`config.mk`:
```
export PLATFORM = sky130hd
export DESIGN_NAME = cfi_log_queue
export DESIGN_NICKNAME = d
export VERILOG_FILES = /design/src/rtl/cfi_pkg.sv /design/src/rtl/cfi_log_compact.sv /design/src/rtl/cfi_log_queue.sv
export SDC_FILE = /design/constraint.sdc
export NUM_CORES = 2
export LEC_CHECK = 0
export CORE_ASPECT_RATIO = 0.6
export CORE_UTILIZATION = 35
export CTS_CLUSTER_SIZE = 30
export DETAILED_ROUTE_END_ITERATION = 8
export PLACE_DENSITY = 0.56
export SLEW_MARGIN = 10
export SYNTH_ARGS = -nofsm -noshare
export SYNTH_HDL_FRONTEND = slang
export SYNTH_SLANG_ARGS = --single-unit
```
`constraint.sdc`:
```
create_clock -name clk_i -period 17.1 [get_ports clk_i]
set_clock_uncertainty 0.1 [all_clocks]
set_input_delay 1.71 -clock clk_i [delete_from_list [all_inputs] [get_ports clk_i]]
set_output_delay 1.71 -clock clk_i [all_outputs]
set_load 0.01 [all_outputs]
```
`src/rtl/cfi_pkg.sv`:
```
// Shared CFI types: the per-port log record, its flag set, the optional
// queue statistics record and a popcount helper for commit-port vectors.
package cfi_pkg;

  localparam int unsigned CFI_NR_COMMIT_PORTS = 2;
  localparam int unsigned CFI_LOG_QUEUE_DEPTH = 8;

  typedef struct packed {
    logic is_call;
    logic is_ret;
    logic is_jump;
    logic is_branch;
  } cfi_flags_t;

  typedef struct packed {
    logic [31:0] addr_pc;
    logic [31:0] addr_target;
    cfi_flags_t  flags;
  } cfi_log_t;

  typedef struct packed {
    logic [31:0] pushed;
    logic [31:0] dropped;
    logic [31:0] halt_cycles;
    logic [31:0] max_occupancy;
  } cfi_queue_stats_t;

  // Number of set bits in a commit-port-wide vector.
  function automatic int unsigned popcount(input logic [CFI_NR_COMMIT_PORTS-1:0] v);
    int unsigned n;
    n = 0;
    for (int i = 0; i < int'(CFI_NR_COMMIT_PORTS); i++) begin
      n = n + 32'(v[i]);
    end
    return n;
  endfunction

endpackage

```
`src/rtl/cfi_log_compact.sv`:
```
// Combinational compactor: moves the logs of requesting ports to the low
// slots in port order, so the queue can write them to consecutive entries.
module cfi_log_compact
  import cfi_pkg::*;
#(
  parameter int unsigned NR_COMMIT_PORTS = CFI_NR_COMMIT_PORTS,
  parameter int unsigned CNT_W           = 4
) (
  input  logic [NR_COMMIT_PORTS-1:0] req,
  input  cfi_log_t                   logs         [NR_COMMIT_PORTS],
  output cfi_log_t                   packed_log   [NR_COMMIT_PORTS],
  output logic [NR_COMMIT_PORTS-1:0] packed_valid,
  output logic [CNT_W-1:0]           n_push
);

  localparam int unsigned IW = (NR_COMMIT_PORTS > 1) ? $clog2(NR_COMMIT_PORTS) : 1;

  logic [IW-1:0] idx;

  // Walk ports lowest-first, placing each requester in the next free slot.
  always_comb begin
    // NOTE: every output gets a default before the loop; a path that skips an assignment would otherwise infer a latch.
    packed_log   = '{default: '0};
    packed_valid = '0;
    idx          = '0;
    for (int i = 0; i < int'(NR_COMMIT_PORTS); i++) begin
      if (req[i]) begin
        packed_log[idx]   = logs[i];
        packed_valid[idx] = 1'b1;
        idx               = idx + IW'(1);
      end
    end
  end

  assign n_push = CNT_W'(popcount(req));

endmodule

```
`src/rtl/cfi_log_queue.sv`:
```
// CFI log queue: captures retiring, filter-selected commit logs into a
// circular FIFO and drains them one per cycle to the CFI checker.
// Optional statistics output is enabled by defining CFI_LOG_QUEUE_STATS_EN.
module cfi_log_queue
  import cfi_pkg::*;
#(
  parameter  int unsigned NR_COMMIT_PORTS = CFI_NR_COMMIT_PORTS,
  parameter  int unsigned DEPTH           = CFI_LOG_QUEUE_DEPTH,
  localparam int unsigned CNT_W           = $clog2(DEPTH) + 1
) (
  input  logic                       clk_i,
  input  logic                       rst_i,
  input  logic                       flush_i,
  input  cfi_log_t                   log_i        [NR_COMMIT_PORTS],
  input  logic [NR_COMMIT_PORTS-1:0] cfi_i,
  input  logic [NR_COMMIT_PORTS-1:0] commit_ack_i,
  output logic                       halt_o,
  output cfi_log_t                   log_o,
  output logic                       log_valid_o,
  input  logic                       log_ready_i,
  output logic                       overflow_o,
  output logic [CNT_W-1:0]           count_o
`ifdef CFI_LOG_QUEUE_STATS_EN
  ,
  output cfi_queue_stats_t           stats_o
`endif
);

  localparam int unsigned PTR_W = $clog2(DEPTH);

  logic [PTR_W-1:0]           wr_ptr;
  logic [PTR_W-1:0]           rd_ptr;
  logic [CNT_W-1:0]           count;
  logic                       overflow;
  cfi_log_t                   storage      [DEPTH];

  logic [NR_COMMIT_PORTS-1:0] req;
  cfi_log_t                   packed_log   [NR_COMMIT_PORTS];
  logic [NR_COMMIT_PORTS-1:0] packed_valid;
  logic [NR_COMMIT_PORTS-1:0] wr_en;
  logic [CNT_W-1:0]           n_push;
  logic [CNT_W-1:0]           n_acc;
  logic [CNT_W-1:0]           free;
  logic                       drop;
  logic                       pop;

  assign req = cfi_i & commit_ack_i;

  cfi_log_compact #(
    .NR_COMMIT_PORTS (NR_COMMIT_PORTS),
    .CNT_W           (CNT_W)
  ) u_compact (
    .req          (req),
    .logs         (log_i),
    .packed_log   (packed_log),
    .packed_valid (packed_valid),
    .n_push       (n_push)
  );

  // Free space from the registered count only; a same-cycle pop is not credited.
  assign free  = CNT_W'(DEPTH) - count;
  assign drop  = n_push > free;
  assign n_acc = drop ? free : n_push;
  assign pop   = log_valid_o & log_ready_i;

  // Only the first 'free' packed slots may be written this cycle.
  always_comb begin
    wr_en = '0;
    for (int j = 0; j < int'(NR_COMMIT_PORTS); j++) begin
      wr_en[j] = packed_valid[j] && (CNT_W'(j) < free);
    end
  end

  // Pointer, occupancy and sticky overflow state; flush wins over push and pop.
  always_ff @(posedge clk_i or posedge rst_i) begin
    // NOTE: registered state uses non-blocking assignments so every flop samples pre-edge values.
    if (rst_i) begin
      wr_ptr   <= '0;
      rd_ptr   <= '0;
      count    <= '0;
      overflow <= 1'b0;
    end else if (flush_i) begin
      wr_ptr   <= '0;
      rd_ptr   <= '0;
      count    <= '0;
      overflow <= 1'b0;
    end else begin
      wr_ptr <= wr_ptr + PTR_W'(n_acc);
      rd_ptr <= rd_ptr + PTR_W'(pop);
      count  <= count + n_acc - CNT_W'(pop);
      if (drop) begin
        overflow <= 1'b1;
      end
    end
  end

  // Entry storage: accepted packed logs land at consecutive slots from wr_ptr.
  always_ff @(posedge clk_i or posedge rst_i) begin
    // NOTE: storage is reset so log_o reads zero out of reset; flush leaves contents alone since count gates validity.
    if (rst_i) begin
      for (int k = 0; k < int'(DEPTH); k++) begin
        storage[k] <= '0;
      end
    end else if (!flush_i) begin
      for (int j = 0; j < int'(NR_COMMIT_PORTS); j++) begin
        if (wr_en[j]) begin
          storage[wr_ptr + PTR_W'(j)] <= packed_log[j];
        end
      end
    end
  end

  assign log_valid_o = (count != '0);
  assign log_o       = storage[rd_ptr];
  assign halt_o      = free < CNT_W'(NR_COMMIT_PORTS);
  assign overflow_o  = overflow;
  assign count_o     = count;

`ifdef CFI_LOG_QUEUE_STATS_EN
  cfi_queue_stats_t stats;

  function automatic logic [31:0] sat_add(input logic [31:0] a, input logic [31:0] b);
    logic [32:0] s;
    s = {1'b0, a} + {1'b0, b};
    return s[32] ? 32'hFFFF_FFFF : s[31:0];
  endfunction

  // Saturating statistics; survive flush, cleared only by reset.
  always_ff @(posedge clk_i or posedge rst_i) begin
    if (rst_i) begin
      stats <= '0;
    end else begin
      if (!flush_i) begin
        stats.pushed  <= sat_add(stats.pushed, 32'(n_acc));
        stats.dropped <= sat_add(stats.dropped, 32'(n_push - n_acc));
      end
      stats.halt_cycles <= sat_add(stats.halt_cycles, 32'(halt_o));
      if (32'(count) > stats.max_occupancy) begin
        stats.max_occupancy <= 32'(count);
      end
    end
  end

  assign stats_o = stats;
`endif

endmodule

```
; ---- After elaboration in Yosys (flattened, before gate mapping)
; Index checks and enable logic that the tools add are counted.
; W data, S select, Z words.
[totals]
reg_bits = 555
input_bits = 144
out_inout_bits = 75
wordCells = 114
[classes]
addsub = 7
n_lt_le_gt_ge = 13
muxes = 27
n_bitwise = 7
n_reduce_logical = 8
[op_table]
columns = op, n
row1 = $mux W544, 3
row2 = $bwmux W544, 2
row3 = $demux W68 S3, 2
row4 = $mux W68, 6
row5 = $bmux W68 S3, 1
row6 = $bwmux W136, 1
row7 = $mux W136, 1
row8 = $demux W68 S1, 1
row9 = $ge A4 B4 Y1 const B, 3
row10 = $not A3 Y4, 3
row11 = $lt A1 B4 Y1 const A, 2
row12 = $lt A4 B1 Y1 const B, 2
row13 = $mux W4, 2
row14 = $logic_and A1 B1 Y1, 6
row15 = $mux W3, 2
row16 = $add A4 B4 Y4, 1
row17 = $gt A4 B4 Y1, 1
row18 = $lt A4 B2 Y1 const B, 1
row19 = $mux W1, 4
row20 = $reduce_bool A4 Y1, 1
row21 = $sub A4 B1 Y4, 1
row22 = $sub A4 B4 Y4 const A, 1
row23 = $add A3 B1 Y3, 1
row24 = $add A3 B1 Y3 const B, 1
row25 = 13 further kinds, 13

; ---- Longest topological paths before layout
[depth]
depth_word = 14
depth_mapped = 19
mapped_depth_nobuf = 16

; ---- Cells and area by module
; From an unflattened synthesis, not the netlist that was laid out.
[unflattened]
cells_unflattened = 2816
area_unflattened_um2 = 30530.5
[by_module_without_submodules]
columns = module, n_inst, cells_per_inst, area_per_inst_um2
row1 = cfi_log_queue, 1, 2636, 29250.6
row2 = cfi_log_compact, 1, 180, 1280.0

; ---- Worst setup path before layout
; Ideal clock, no wire load.
[synth_timing]
path_type = input to register
from = input cfi_i[0]
to = register count[2], in the netlist count_o[2]
setup_ns = 0.132
arrival_time_ns = 5.318
setup_slack_ns = 11.551
stages = 16
path_cell_list = and2_0 -> clkbuf_1 -> clkbuf_1 -> clkbuf_1 -> inv_1 -> ha_1 -> inv_1 -> ha_1 -> a211oi_1 -> mux2i_1 -> ha_1 -> inv_1 -> ha_1 -> fa_1 -> xnor2_1 -> nor2_1
[synth_between]
elab_chain_cells = 7
[synth_rtl]
columns = element, line_no
row1 = start: declaration, cfi_log_queue.sv:15  ; input logic [NR_COMMIT_PORTS-1:0] cfi_i,
row2 = $and A2 B2 Y2 *, cfi_log_queue.sv:47  ; assign req = cfi_i & commit_ack_i;
row3 = $add A1 B1 Y2 *, cfi_pkg.sv:33  ; n = n + 32'(v[i]);
row4 = $gt A4 B4 Y1, cfi_log_queue.sv:62  ; assign drop = n_push > free;
row5 = $mux W4 *, cfi_log_queue.sv:63  ; assign n_acc = drop ? free : n_push;
row6 = $add A4 B4 Y4 *, cfi_log_queue.sv:90  ; count <= count + n_acc - CNT_W'(pop);
row7 = $sub A4 B1 Y4 *, cfi_log_queue.sv:90
row8 = $mux W4 *, cfi_log_queue.sv:82  ; end else if (flush_i) begin
row9 = end signal: assignment, cfi_log_queue.sv:90
row10 = end: declaration, cfi_log_queue.sv:33  ; logic [CNT_W-1:0] count;
; Mark *: on every way between the ends. The rest lies on a longest branch, timed or not.
; A chain may end at the register's enable or synchronous reset.

==> flow_summary.toml <==
[route]
vias = 25800
viasPerCell = 6.41
detail-route-antenna-nets = 0
finalWirelength_um = 114000
dr_wl_met3_um = 10000
post_dr_wirelength_cell_um = 28.4
routedLengthMet1_um = 48200
drc_violations_left = 0
top_layer_used = "met5"
detailedRoute.firstPassIterationCount = 6
met2WireLength_um = 52400
first_iter_violations = 2774

[sta]
fmax_mhz = 160
drv_slew = 0
report.final.setup_viol = 0
fin_setup_tns_ns = 0
tightest_slew_ns = 1.31
final_critical_path_setup_slack_ns = 10.87
post-route-min-period_ns = 6.23
finalCritPeriodShare = 0.365
timing.max_slew.rel_slack = 0.127
final_hold_violation_count = 0
setup_repair_after_global_routing_missed_its_margin = "no"

[synth]
syn_area_um2 = 31200
synth_cell_types = 54
synth_edf_count = 0
ys_dominant_reg_cell = "sky130_fd_sc_hd__dfrtp_1"
avgSynthCellArea_um2 = 11.0
async_set_or_reset_register_ratio_after_synthesis = 1.00
synthesis_stage_register_bit_count = 555
ys_seq_area_frac = 0.445
synth_warnings = 0
synthDominantCellAreaShare = 0.445
total_nets_after_synthesis = 2995
synth.area.top_cells = "sky130_fd_sc_hd__dfrtp_1, sky130_fd_sc_hd__mux4_2, sky130_fd_sc_hd__mux2_2"
postSynthCellCount = 2834
netlist.top_cell.by_area = "sky130_fd_sc_hd__dfrtp_1"

[floorplanning]
design.portCount = 219
floorplan.die_area_um2 = 90300
fp-row-count = 84
core_footprint_um2 = 87900
die-width_um = 387
initial_utilization = 0.355
chipHeight_um = 233

[placed_design]
detailed_place_hpwl_um = 63500
numPortBuffers = 218
detailedPlace.worstSlack_ns = 10.28
place.gp.congestion = 0.791

[cts]
clock_tree_sinks = 555
hold_bufs_at_cts = 0
clk_transition_reported_paths_ns = 0.07
cts_root_buf = "sky130_fd_sc_hd__clkbuf_16"
post-cts-setup-buffers = 0
htree_levels = 2
clk_path_buf_depth = 3
tritoncts.num_buffers = 58
clkLatencyLatePin_ns = 0.64
post_cts.resized_instances = 0
tritoncts = "built"

[worst_setup_path]
crit_type = "reg2out"
critical_path.most_common_cell = "sky130_fd_sc_hd__buf_4"
cp_cell_sequence = "buf_4, buf_4, mux4_2, mux2_2, clkdlybuf4s50_1"
timing.critical_path.arrival_ns = 4.42
cp-end-kind = "output pin"
timing.reg2reg.setup_slack_ns = 12.58
crit_path_max_incr_delay_ns = 0.88
required_ns = 15.29
worst_setup_path_start_kind = "flop"
critical-path-slowest-cell = "sky130_fd_sc_hd__buf_4"
critPathMaxFanout = 46

[pwr]
cell_internal_pwr_mw = 3.87
share_clk_of_total_power = 0.224
power.density_cell_area_nw_per_um2 = 162
irDropWorstVdd_uv = 79.9
power.share.sequential = 0.377
power.switching_fraction = 0.334
power.leakage_nw = 14.5
comb_power_share = 0.399
power_switching_mw = 1.94
finalPower_mw = 5.81

[global_route]
grt_overflow_total = 0
grt_start_max_net_pins = 187
via_count_of_the_first_global_routing_pass = 26400
grt_first_pass_wirelength_um = 172000
grt_antenna_before_repair = 6
grt_use_total = 0.249

[finish]
postLayoutCoreUtil = 0.408
net_count_reported_at_finish = 2975
layout-drive-gt1-share = 0.230
layout-area-overhead-vs-synth_pct = 15.0

[job]
drv_cap = 0

[hold_path]
min-delay-path-class = "reg2reg"

[status]
result_of_the_run = "complete, no violations"
## final cells by class
| cell class | instances | area (um^2) |
|---|---|---|
| clock buffers | 80 | 1660 |
| well taps | 1161 | 1450 |
| fillers | 8171 | 52000 |
| diodes | 5 | 12.5 |
| repair buffers | 268 | 2580 |
| flip-flops and latches | 555 | 13900 |
| multi-input cells | 1845 | 15700 |
| clock inverters | 24 | 241 |
| inverters | 86 | 329 |
## cells by family (layout without fill, tap and decap cells)
| kind of cell | count (synthesis) | in the layout | share of synthesized area |
|---|---|---|---|
| xor gates and xnor gates | 6 | 6 | 0.00169 |
| buffers and inverters | 434 | 458 | 0.0563 |
| and+or+nand+nor | 562 | 562 | 0.0774 |
| adders and majority gates | 17 | 17 | 0.00730 |
| muxes | 489 | 489 | 0.225 |
| AOI/OAI and AO/OA | 770 | 770 | 0.187 |
| other | 1 | 6 | 0.000120 |
| DFF | 555 | 555 | 0.445 |
## placed cells by master, fill, tap and decap left out, types with 87 or more instances in the layout
master,synthesis,routed
sky130_fd_sc_hd__o21ai_0,225,225
sky130_fd_sc_hd__nand2_1,254,254
sky130_fd_sc_hd__mux4_2,136,136
sky130_fd_sc_hd__clkdlybuf4s50_1,0,218
sky130_fd_sc_hd__dfrtp_1,555,552
sky130_fd_sc_hd__nor2_1,127,126
sky130_fd_sc_hd__mux2_2,260,260
sky130_fd_sc_hd__a221oi_1,184,184
sky130_fd_sc_hd__a21oi_1,87,87
sky130_fd_sc_hd__nor3_1,138,138
## metal layers
metal / track usage / vias up
li1: - / 10700
met3: 0.0416 / 275
met2: 0.394 / 1478
met4: 0.0938 / 4
met5: 0 / -
met1: 0.342 / 13300
## final timing paths
path,cells after the start,end,start
worst max-delay path,5,log_o[12],rd_ptr[0]
worst min-delay path,1,overflow_o,overflow_o
worst max register to register,9,storage[429],count_o[0]
worst min register to register,1,overflow_o,overflow_o
max in group asynchronous,4,storage[23],rst_i
min in group asynchronous,2,storage[474],rst_i
## cell usage after synthesis (3+ instances only)
library cell               count
sky130_fd_sc_hd__dfrtp_1     555
sky130_fd_sc_hd__buf_2        54
sky130_fd_sc_hd__nor3_1      138
sky130_fd_sc_hd__a221oi_2     20
sky130_fd_sc_hd__a22o_1       68
sky130_fd_sc_hd__nand4_1       6
sky130_fd_sc_hd__nand3_1       4
sky130_fd_sc_hd__mux4_2      136
sky130_fd_sc_hd__clkbuf_1    194
sky130_fd_sc_hd__nor4_1        3
sky130_fd_sc_hd__mux2_2      260
sky130_fd_sc_hd__o221a_2      68
sky130_fd_sc_hd__mux2i_1      13
sky130_fd_sc_hd__buf_1        90
sky130_fd_sc_hd__o21ai_0     225
sky130_fd_sc_hd__nor2b_1       7
sky130_fd_sc_hd__a21oi_1      87
sky130_fd_sc_hd__and4_1        8
sky130_fd_sc_hd__a31oi_1       6
sky130_fd_sc_hd__mux2_1       80
sky130_fd_sc_hd__ha_1         15
sky130_fd_sc_hd__xnor2_1       6
sky130_fd_sc_hd__buf_4         4
sky130_fd_sc_hd__nand2_1     254
sky130_fd_sc_hd__a311oi_1      6
sky130_fd_sc_hd__o21ai_1       3
sky130_fd_sc_hd__nor2_1      127
sky130_fd_sc_hd__a221oi_1    184
sky130_fd_sc_hd__buf_6         6
sky130_fd_sc_hd__a22oi_1      68
sky130_fd_sc_hd__a221o_1      12
sky130_fd_sc_hd__inv_1        86
sky130_fd_sc_hd__a211oi_1      8
## state kept, by name (all words and copies together) (netlist names)
name,cells
storage,544
count_o,4
rd_ptr,3
overflow_o,1
wr_ptr,3
## power groups by stage
stage | Clock (mW) | Sequential (mW) | Combinational [mW]
2_1_floorplan | 0 | 2.05 | 1.61
3_3_place_gp | 0 | 2.16 | 2.25
3_5_place_dp | 0 | 2.18 | 2.32
4_1_cts | 1.32 | 2.17 | 2.33
5_1_grt | 1.38 | 2.23 | 2.50
6_report | 1.30 | 2.19 | 2.32
## through the flow
stage          cell area, um^2  instances  hold slack [ns]
2_1_floorplan            31200       2834            0.374
6_report                 35900       4024            0.402
5_1_grt                  35800       4022            0.431
3_3_place_gp             33900       3915            0.387
3_5_place_dp             33900       3915            0.392
4_1_cts                  35800       4019            0.409
## worst max-delay path, delay by kind of cell, from the launching register on
family	cells	cell delay, ns
buffers and inverters	3	2.08
multiplexers	2	0.93
flip-flops	1	0.70
Note: power is estimated with default switching activity, not from simulation.
